## config.mk

```make
export PLATFORM = sky130hd
export DESIGN_NAME = lcd_scheduler
export DESIGN_NICKNAME = d
export VERILOG_FILES = /design/src/rtl/lcd_scheduler.sv
export SDC_FILE = /design/constraint.sdc
export NUM_CORES = 1
export LEC_CHECK = 0
export ABC_AREA = 1
export CAP_MARGIN = 20
export CORE_ASPECT_RATIO = 1.5
export CORE_UTILIZATION = 60
export CTS_CLUSTER_SIZE = 16
export DETAILED_ROUTE_END_ITERATION = 7
export PLACE_DENSITY = 0.85
export SLEW_MARGIN = 20
export SYNTH_ARGS = -nofsm -noshare
export SYNTH_HDL_FRONTEND = slang
export SYNTH_SLANG_ARGS = --single-unit
```

## constraint.sdc

```tcl
create_clock -name refclk -period 3.6 [get_ports refclk]
set_clock_uncertainty 0.05 [all_clocks]
set_input_delay 0.72 -clock refclk [delete_from_list [all_inputs] [get_ports refclk]]
set_output_delay 0.72 -clock refclk [all_outputs]
set_load 0.02 [all_outputs]
```

## src/rtl/lcd_scheduler.sv

```systemverilog
// lcd_scheduler: owns the HD44780 4-bit bus. Runs the power-on init sequence,
// then shares the panel round-robin between the POST and local byte sources,
// strobing each byte out as two nibbles and enforcing execution delays.
//
// state      | meaning
// -----------+---------------------------------------------------------------
// PWRON      | power-on settle before the first init nibble
// INIT_SETUP | init nibble on bus, E low
// INIT_EHIGH | init nibble strobe, E high
// INIT_HOLD  | init nibble hold, E low
// INIT_WAIT  | post-nibble delay of the init sequence
// IDLE       | accepting a byte from the arbitration winner
// SETUP      | byte nibble on bus, E low
// EHIGH      | byte nibble strobe, E high
// HOLD       | byte nibble hold, E low
// WAIT       | controller execution delay after the low nibble
module lcd_scheduler #(
    parameter int unsigned E_HIGH_CYCLES    = 1,
    parameter int unsigned CMD_WAIT_CYCLES  = 80,
    parameter int unsigned CLR_WAIT_CYCLES  = 3280,
    parameter int unsigned INIT_WAIT_CYCLES = 8200,
    parameter int unsigned POWERON_CYCLES   = 30000
) (
    input  logic       refclk,
    input  logic       reset,
    input  logic       post_valid,
    input  logic [7:0] post_data,
    input  logic       post_rs,
    output logic       post_ready,
    input  logic       loc_valid,
    input  logic [7:0] loc_data,
    input  logic       loc_rs,
    output logic       loc_ready,
    output logic [3:0] lcd_data,
    output logic       lcd_rs,
    output logic       lcd_e,
    output logic       busy
);

    typedef enum logic [3:0] {
        PWRON,
        INIT_SETUP,
        INIT_EHIGH,
        INIT_HOLD,
        INIT_WAIT,
        IDLE,
        SETUP,
        EHIGH,
        HOLD,
        WAIT
    } state_t;

    // Counter reload values: a timed state lasts (load + 1) cycles.
    localparam logic [15:0] E_LOAD    = 16'(E_HIGH_CYCLES - 1);
    localparam logic [15:0] CMD_LOAD  = 16'(CMD_WAIT_CYCLES - 1);
    localparam logic [15:0] CLR_LOAD  = 16'(CLR_WAIT_CYCLES - 1);
    localparam logic [15:0] IW_LOAD   = 16'(INIT_WAIT_CYCLES - 1);
    localparam logic [15:0] PWR_LOAD  = 16'(POWERON_CYCLES - 1);

    // Items 0-3 are bare nibbles (low half used), 4-7 are full instruction bytes.
    function automatic logic [7:0] init_item(input logic [2:0] idx);
        case (idx)
            3'd0, 3'd1, 3'd2: init_item = 8'h03;
            3'd3:             init_item = 8'h02;
            3'd4:             init_item = 8'h28;
            3'd5:             init_item = 8'h0C;
            3'd6:             init_item = 8'h01;
            default:          init_item = 8'h06;
        endcase
    endfunction

    state_t      state;
    state_t      next_state;
    logic [15:0] cnt;
    logic        cnt_zero;
    logic [7:0]  byte_q;
    logic        rs_q;
    logic        low_half;
    logic        prefer_loc;
    // Index of the init item most recently put on the bus; 7 out of reset so
    // the first increment wraps to item 0, and it stays at 7 once init is done.
    logic [2:0]  init_idx;
    logic [7:0]  init_next;
    logic        handshake;
    logic [7:0]  hs_data;
    logic        hs_rs;
    logic        is_clear_home;
    logic [15:0] wait_load;

    assign cnt_zero      = (cnt == 16'd0);
    assign init_next     = init_item(init_idx + 3'd1);
    assign handshake     = post_ready | loc_ready;
    assign hs_data       = post_ready ? post_data : loc_data;
    assign hs_rs         = post_ready ? post_rs : loc_rs;
    assign is_clear_home = !rs_q && (byte_q >= 8'd1) && (byte_q <= 8'd3);
    assign wait_load     = is_clear_home ? CLR_LOAD : CMD_LOAD;

    // State register.
    always_ff @(posedge refclk or posedge reset) begin
        if (reset) state <= PWRON;
        else       state <= next_state;
    end

    // Next-state decode.
    always_comb begin
        next_state = state;
        case (state)
            PWRON:      if (cnt_zero) next_state = INIT_SETUP;
            INIT_SETUP: next_state = INIT_EHIGH;
            INIT_EHIGH: if (cnt_zero) next_state = INIT_HOLD;
            INIT_HOLD:  next_state = INIT_WAIT;
            INIT_WAIT:  if (cnt_zero) next_state = (init_idx == 3'd3) ? SETUP : INIT_SETUP;
            IDLE:       if (handshake) next_state = SETUP;
            SETUP:      next_state = EHIGH;
            EHIGH:      if (cnt_zero) next_state = HOLD;
            HOLD:       next_state = low_half ? WAIT : SETUP;
            WAIT:       if (cnt_zero) next_state = (init_idx < 3'd7) ? SETUP : IDLE;
            default:    next_state = PWRON;
        endcase
    end

    // Arbitration and status outputs; readies only exist in IDLE.
    always_comb begin
        post_ready = 1'b0;
        loc_ready  = 1'b0;
        busy       = (state != IDLE);
        if (state == IDLE) begin
            post_ready = post_valid && (!loc_valid || !prefer_loc);
            loc_ready  = loc_valid && (!post_valid || prefer_loc);
        end
    end

    // Shared delay down-counter, reloaded on entry to each timed state.
    always_ff @(posedge refclk or posedge reset) begin
        if (reset) begin
            cnt <= PWR_LOAD;
        end else if (next_state != state) begin
            case (next_state)
                INIT_EHIGH, EHIGH: cnt <= E_LOAD;
                INIT_WAIT:         cnt <= IW_LOAD;
                WAIT:              cnt <= wait_load;
                default:           cnt <= 16'd0;
            endcase
        end else if (!cnt_zero) begin
            cnt <= cnt - 16'd1;
        end
    end

    // Bus datapath: byte latch, nibble select, init sequencing and E strobe.
    always_ff @(posedge refclk or posedge reset) begin
        if (reset) begin
            lcd_e      <= 1'b0;
            lcd_data   <= 4'd0;
            lcd_rs     <= 1'b0;
            byte_q     <= 8'd0;
            rs_q       <= 1'b0;
            low_half   <= 1'b0;
            prefer_loc <= 1'b0;
            init_idx   <= 3'd7;
        end else begin
            lcd_e <= (next_state == EHIGH) || (next_state == INIT_EHIGH);
            if (state == IDLE && handshake) begin
                byte_q     <= hs_data;
                rs_q       <= hs_rs;
                lcd_data   <= hs_data[7:4];
                lcd_rs     <= hs_rs;
                low_half   <= 1'b0;
                prefer_loc <= post_ready;
            end
            if (next_state == INIT_SETUP && state != INIT_SETUP) begin
                lcd_data <= init_next[3:0];
                lcd_rs   <= 1'b0;
                init_idx <= init_idx + 3'd1;
            end
            if (next_state == SETUP && (state == INIT_WAIT || state == WAIT)) begin
                byte_q   <= init_next;
                rs_q     <= 1'b0;
                lcd_data <= init_next[7:4];
                lcd_rs   <= 1'b0;
                low_half <= 1'b0;
                init_idx <= init_idx + 3'd1;
            end
            if (next_state == SETUP && state == HOLD) begin
                lcd_data <= byte_q[3:0];
                low_half <= 1'b1;
            end
        end
    end

endmodule

```

==> flow_summary.yaml <==
outcome:
  status: "completed"
route:
  vias_per_cell: 5.50
  route.met3.wl_um: 223
  dr_wl_met2_um: 3260
  antenna_left: 0
  wl_per_cell_um: 13.6
  routed_wl_um: 6000
  drc: 0
  dr.max_layer_used: "met4"
  drt_iter0_drc: 87
  via_count: 2438
  firstDrtPassIters: 4
  wl_met1_um: 2150
critical_path:
  worst_setup_path_end_kind: "output pin"
  critPathSlowestCell: "clkdlybuf4s50_1"
  crit_fanout: 9
  path_delay_family: "buffers and inverters"
  crit_path_start: "loc_valid"
  critPathLaunchType: "input port"
  crit_buf_inv: 4
  cp_cell_sequence: "clkdlybuf4s50_1 -> nand2_1 -> nand2_1 -> inv_1 -> nand2_1 -> clkinv_1 -> clkdlybuf4s50_1"
  rr_startpoint: "cnt[0]"
  timing.critical_path.mode_cell: "nand2_1"
  arrival_ns: 2.31
  reg2regPathDepth: 15
  crit_type: "in2out"
  critical_path_required_ns: 2.83
  slowest_delay_ns: 0.61
  r2r_slack_ns: 0.92
  critical_path_depth: 7
sta:
  finalCriticalPeriod_ns: 3.08
  slew_violations: 0
  holdWs_ns: 0.432
  rsz0062_at_grt: "no"
  slew_headroom_pct: 71.0
  hold_viol: 0
  finalSetupViolations: 0
  period_share_pct: 85.7
  fmax_ghz: 0.324
  setup_ws_ns: 0.516
  setup_tns_ns: 0
  tightest_slew_ns: 0.429
floorplan:
  start_util_pct: 62.2
  core_mm2: 0.00421
  dieArea_mm2: 0.00463
  die_h_um: 82.9
  rows: 29
  fp.dieW_um: 55.9
  ios: 31
min_path:
  min_path_cells: 2
  hp-class: "reg2reg"
  min-delay-start: "cnt[1]"
clocking:
  postCtsHoldBufs: 0
  cts_htree_levels: 2
  numCtsBuffers: 5
  postCtsSetupRepairBufs: 0
  cts.reportedPaths.clkPinSlew_ns: 0.08
  cts_resized: 0
  ctsRootBufferMaster: "clkbuf_8"
  cts_buffer_depth: 2
  clkLatencyLatePin_ns: 0.30
  cts_tree: "built"
  cts_sinks: 40
finish:
  final_common_cell: "nand2_1"
  final_net_count: 424
  area_growth_pct: 19.7
  layout_common_cells: "112 x nand2_1, 46 x inv_1, 38 x nor2_1"
  fin_util_pct: 74.4
  n_antenna_cell: 0
  drive_above_1_share_pct: 13.9
synth:
  synth_seq_cells: 40
  synth_top_area_share_pct: 25.8
  postSynthAreaPerCell_um2: 7.31
  synth_area_mm2: 0.00262
  ys.flop_type: "dfrtp_1"
  yosysTopAreaCell: "dfrtp_1"
  synth.distinct_cells: 41
  synth-edff-count: 0
  yosys_warnings: 0
  syn_inst: 358
  synth_area_leaders: "dfrtp_1 26%, nand2_1 16%, dfstp_2 13%, inv_1 6.6%, nor2_1 5.5%"
  seq_area_frac_synth_pct: 38.9
  synthArstFlopShare_pct: 100
  synth_nets: 386
global_route:
  grt_usage_pct: 29.5
  antenna_found_initial: 0
  grt_overflow: 0
  grt_pass1_wl_um: 10700
  grt_pass1_vias: 2521
  grt_max_degree: 26
power_and_ir_drop:
  ir_drop_v: 0.000352
  totalPowerFinal_mw: 0.921
  leakage_nw: 1.60
  cellPowerDensity_mw_per_mm2: 294
place:
  portBuffers: 30
  gp_congestion: 0.943
  dp_hpwl_um: 4700
  place_ws_ns: 0.483
run:
  maxCapViolations: 0
==> where the power goes <==
group          switching [mW]  internal [mW]
clock network           0.163          0.245
registers             0.00271          0.454
logic                  0.0230         0.0328
total                   0.189          0.731
==> worst paths after layout <==
kind                                to
max in group asynchronous  init_idx[0]
hold reg to reg                 cnt[1]
min in group asynchronous         rs_q
setup reg to reg                cnt[7]
setup / recovery            post_ready
hold / removal                  cnt[1]
==> final cells by class <==
cell class	count	area [um^2]
Clock buffer	7	96.3
Sequential cell	40	1020
Fill cell	348	1080
Inverter	52	195
Clock inverter	1	30.0
Tap cell	46	57.6
Timing Repair Buffer	34	350
Multi-Input combinational cell	263	1380
==> flip-flops by register name, indices dropped and copies added (netlist names) <==
signal and flops:
init_idx 3, prefer_loc 1, low_half 1, byte_q 8, cnt 16, state 4, rs_q 1, lcd_e 1
lcd_rs 1, lcd_data 4
==> worst register-to-register path, stage by stage, from the launching register on <==
cell	delay, ns
dfstp_2	0.38
inv_1	0.07
ha_1	0.19
nand2_1	0.14
nor2_2	0.29
nand2_4	0.16
nand2_4	0.10
nand2_1	0.07
nor2_2	0.12
nand3_2	0.12
a21oi_1	0.19
nand2_2	0.23
nor2_1	0.20
inv_1	0.13
nand2_1	0.09
inv_1	0.04
==> kinds of logic (layout without fill, tap and decap cells) <==
group           after synthesis  count (layout)  synth area share (%)
simple gates                203             203                  34.8
buf+inv                      55              94                  8.23
flops                        40              40                  38.9
compound gates               39              39                  9.90
xor+xnor                     14              14                  4.97
fa+ha+maj                     6               6                  2.87
mux                           1               1                 0.383
==> Yosys cell counts (2+ instances only) <==
cell	instances
nand2_1	112
inv_1	46
nor2_1	38
dfrtp_1	27
nand3_1	20
dfstp_2	13
o21ai_0	11
a21oi_1	9
nor3_1	7
xor2_1	7
ha_1	6
xnor2_1	6
nand2_2	5
nor2_2	5
inv_2	4
a22o_1	3
nand2_4	3
nor2_4	3
nor4_1	3
o21bai_1	3
a211oi_2	2
clkinv_1	2
nand3_2	2
nand4_1	2
o211ai_1	2
o21ai_2	2
==> stage by stage <==
| stage | cell area, um^2 | instances |
|---|---|---|
| finish | 3130 | 443 |
| global route | 3130 | 443 |
| CTS | 3100 | 442 |
| detailed placement | 2980 | 434 |
| global placement | 2980 | 434 |
| floorplan | 2620 | 358 |
==> layer usage <==
layer	up-vias	global-route usage, %
li1	1205	-
met1	1130	30.1
met2	69	53.6
met3	34	4.05
met4	0	21.1
met5	-	0
No activity file was read; power rests on OpenSTA's default activity.
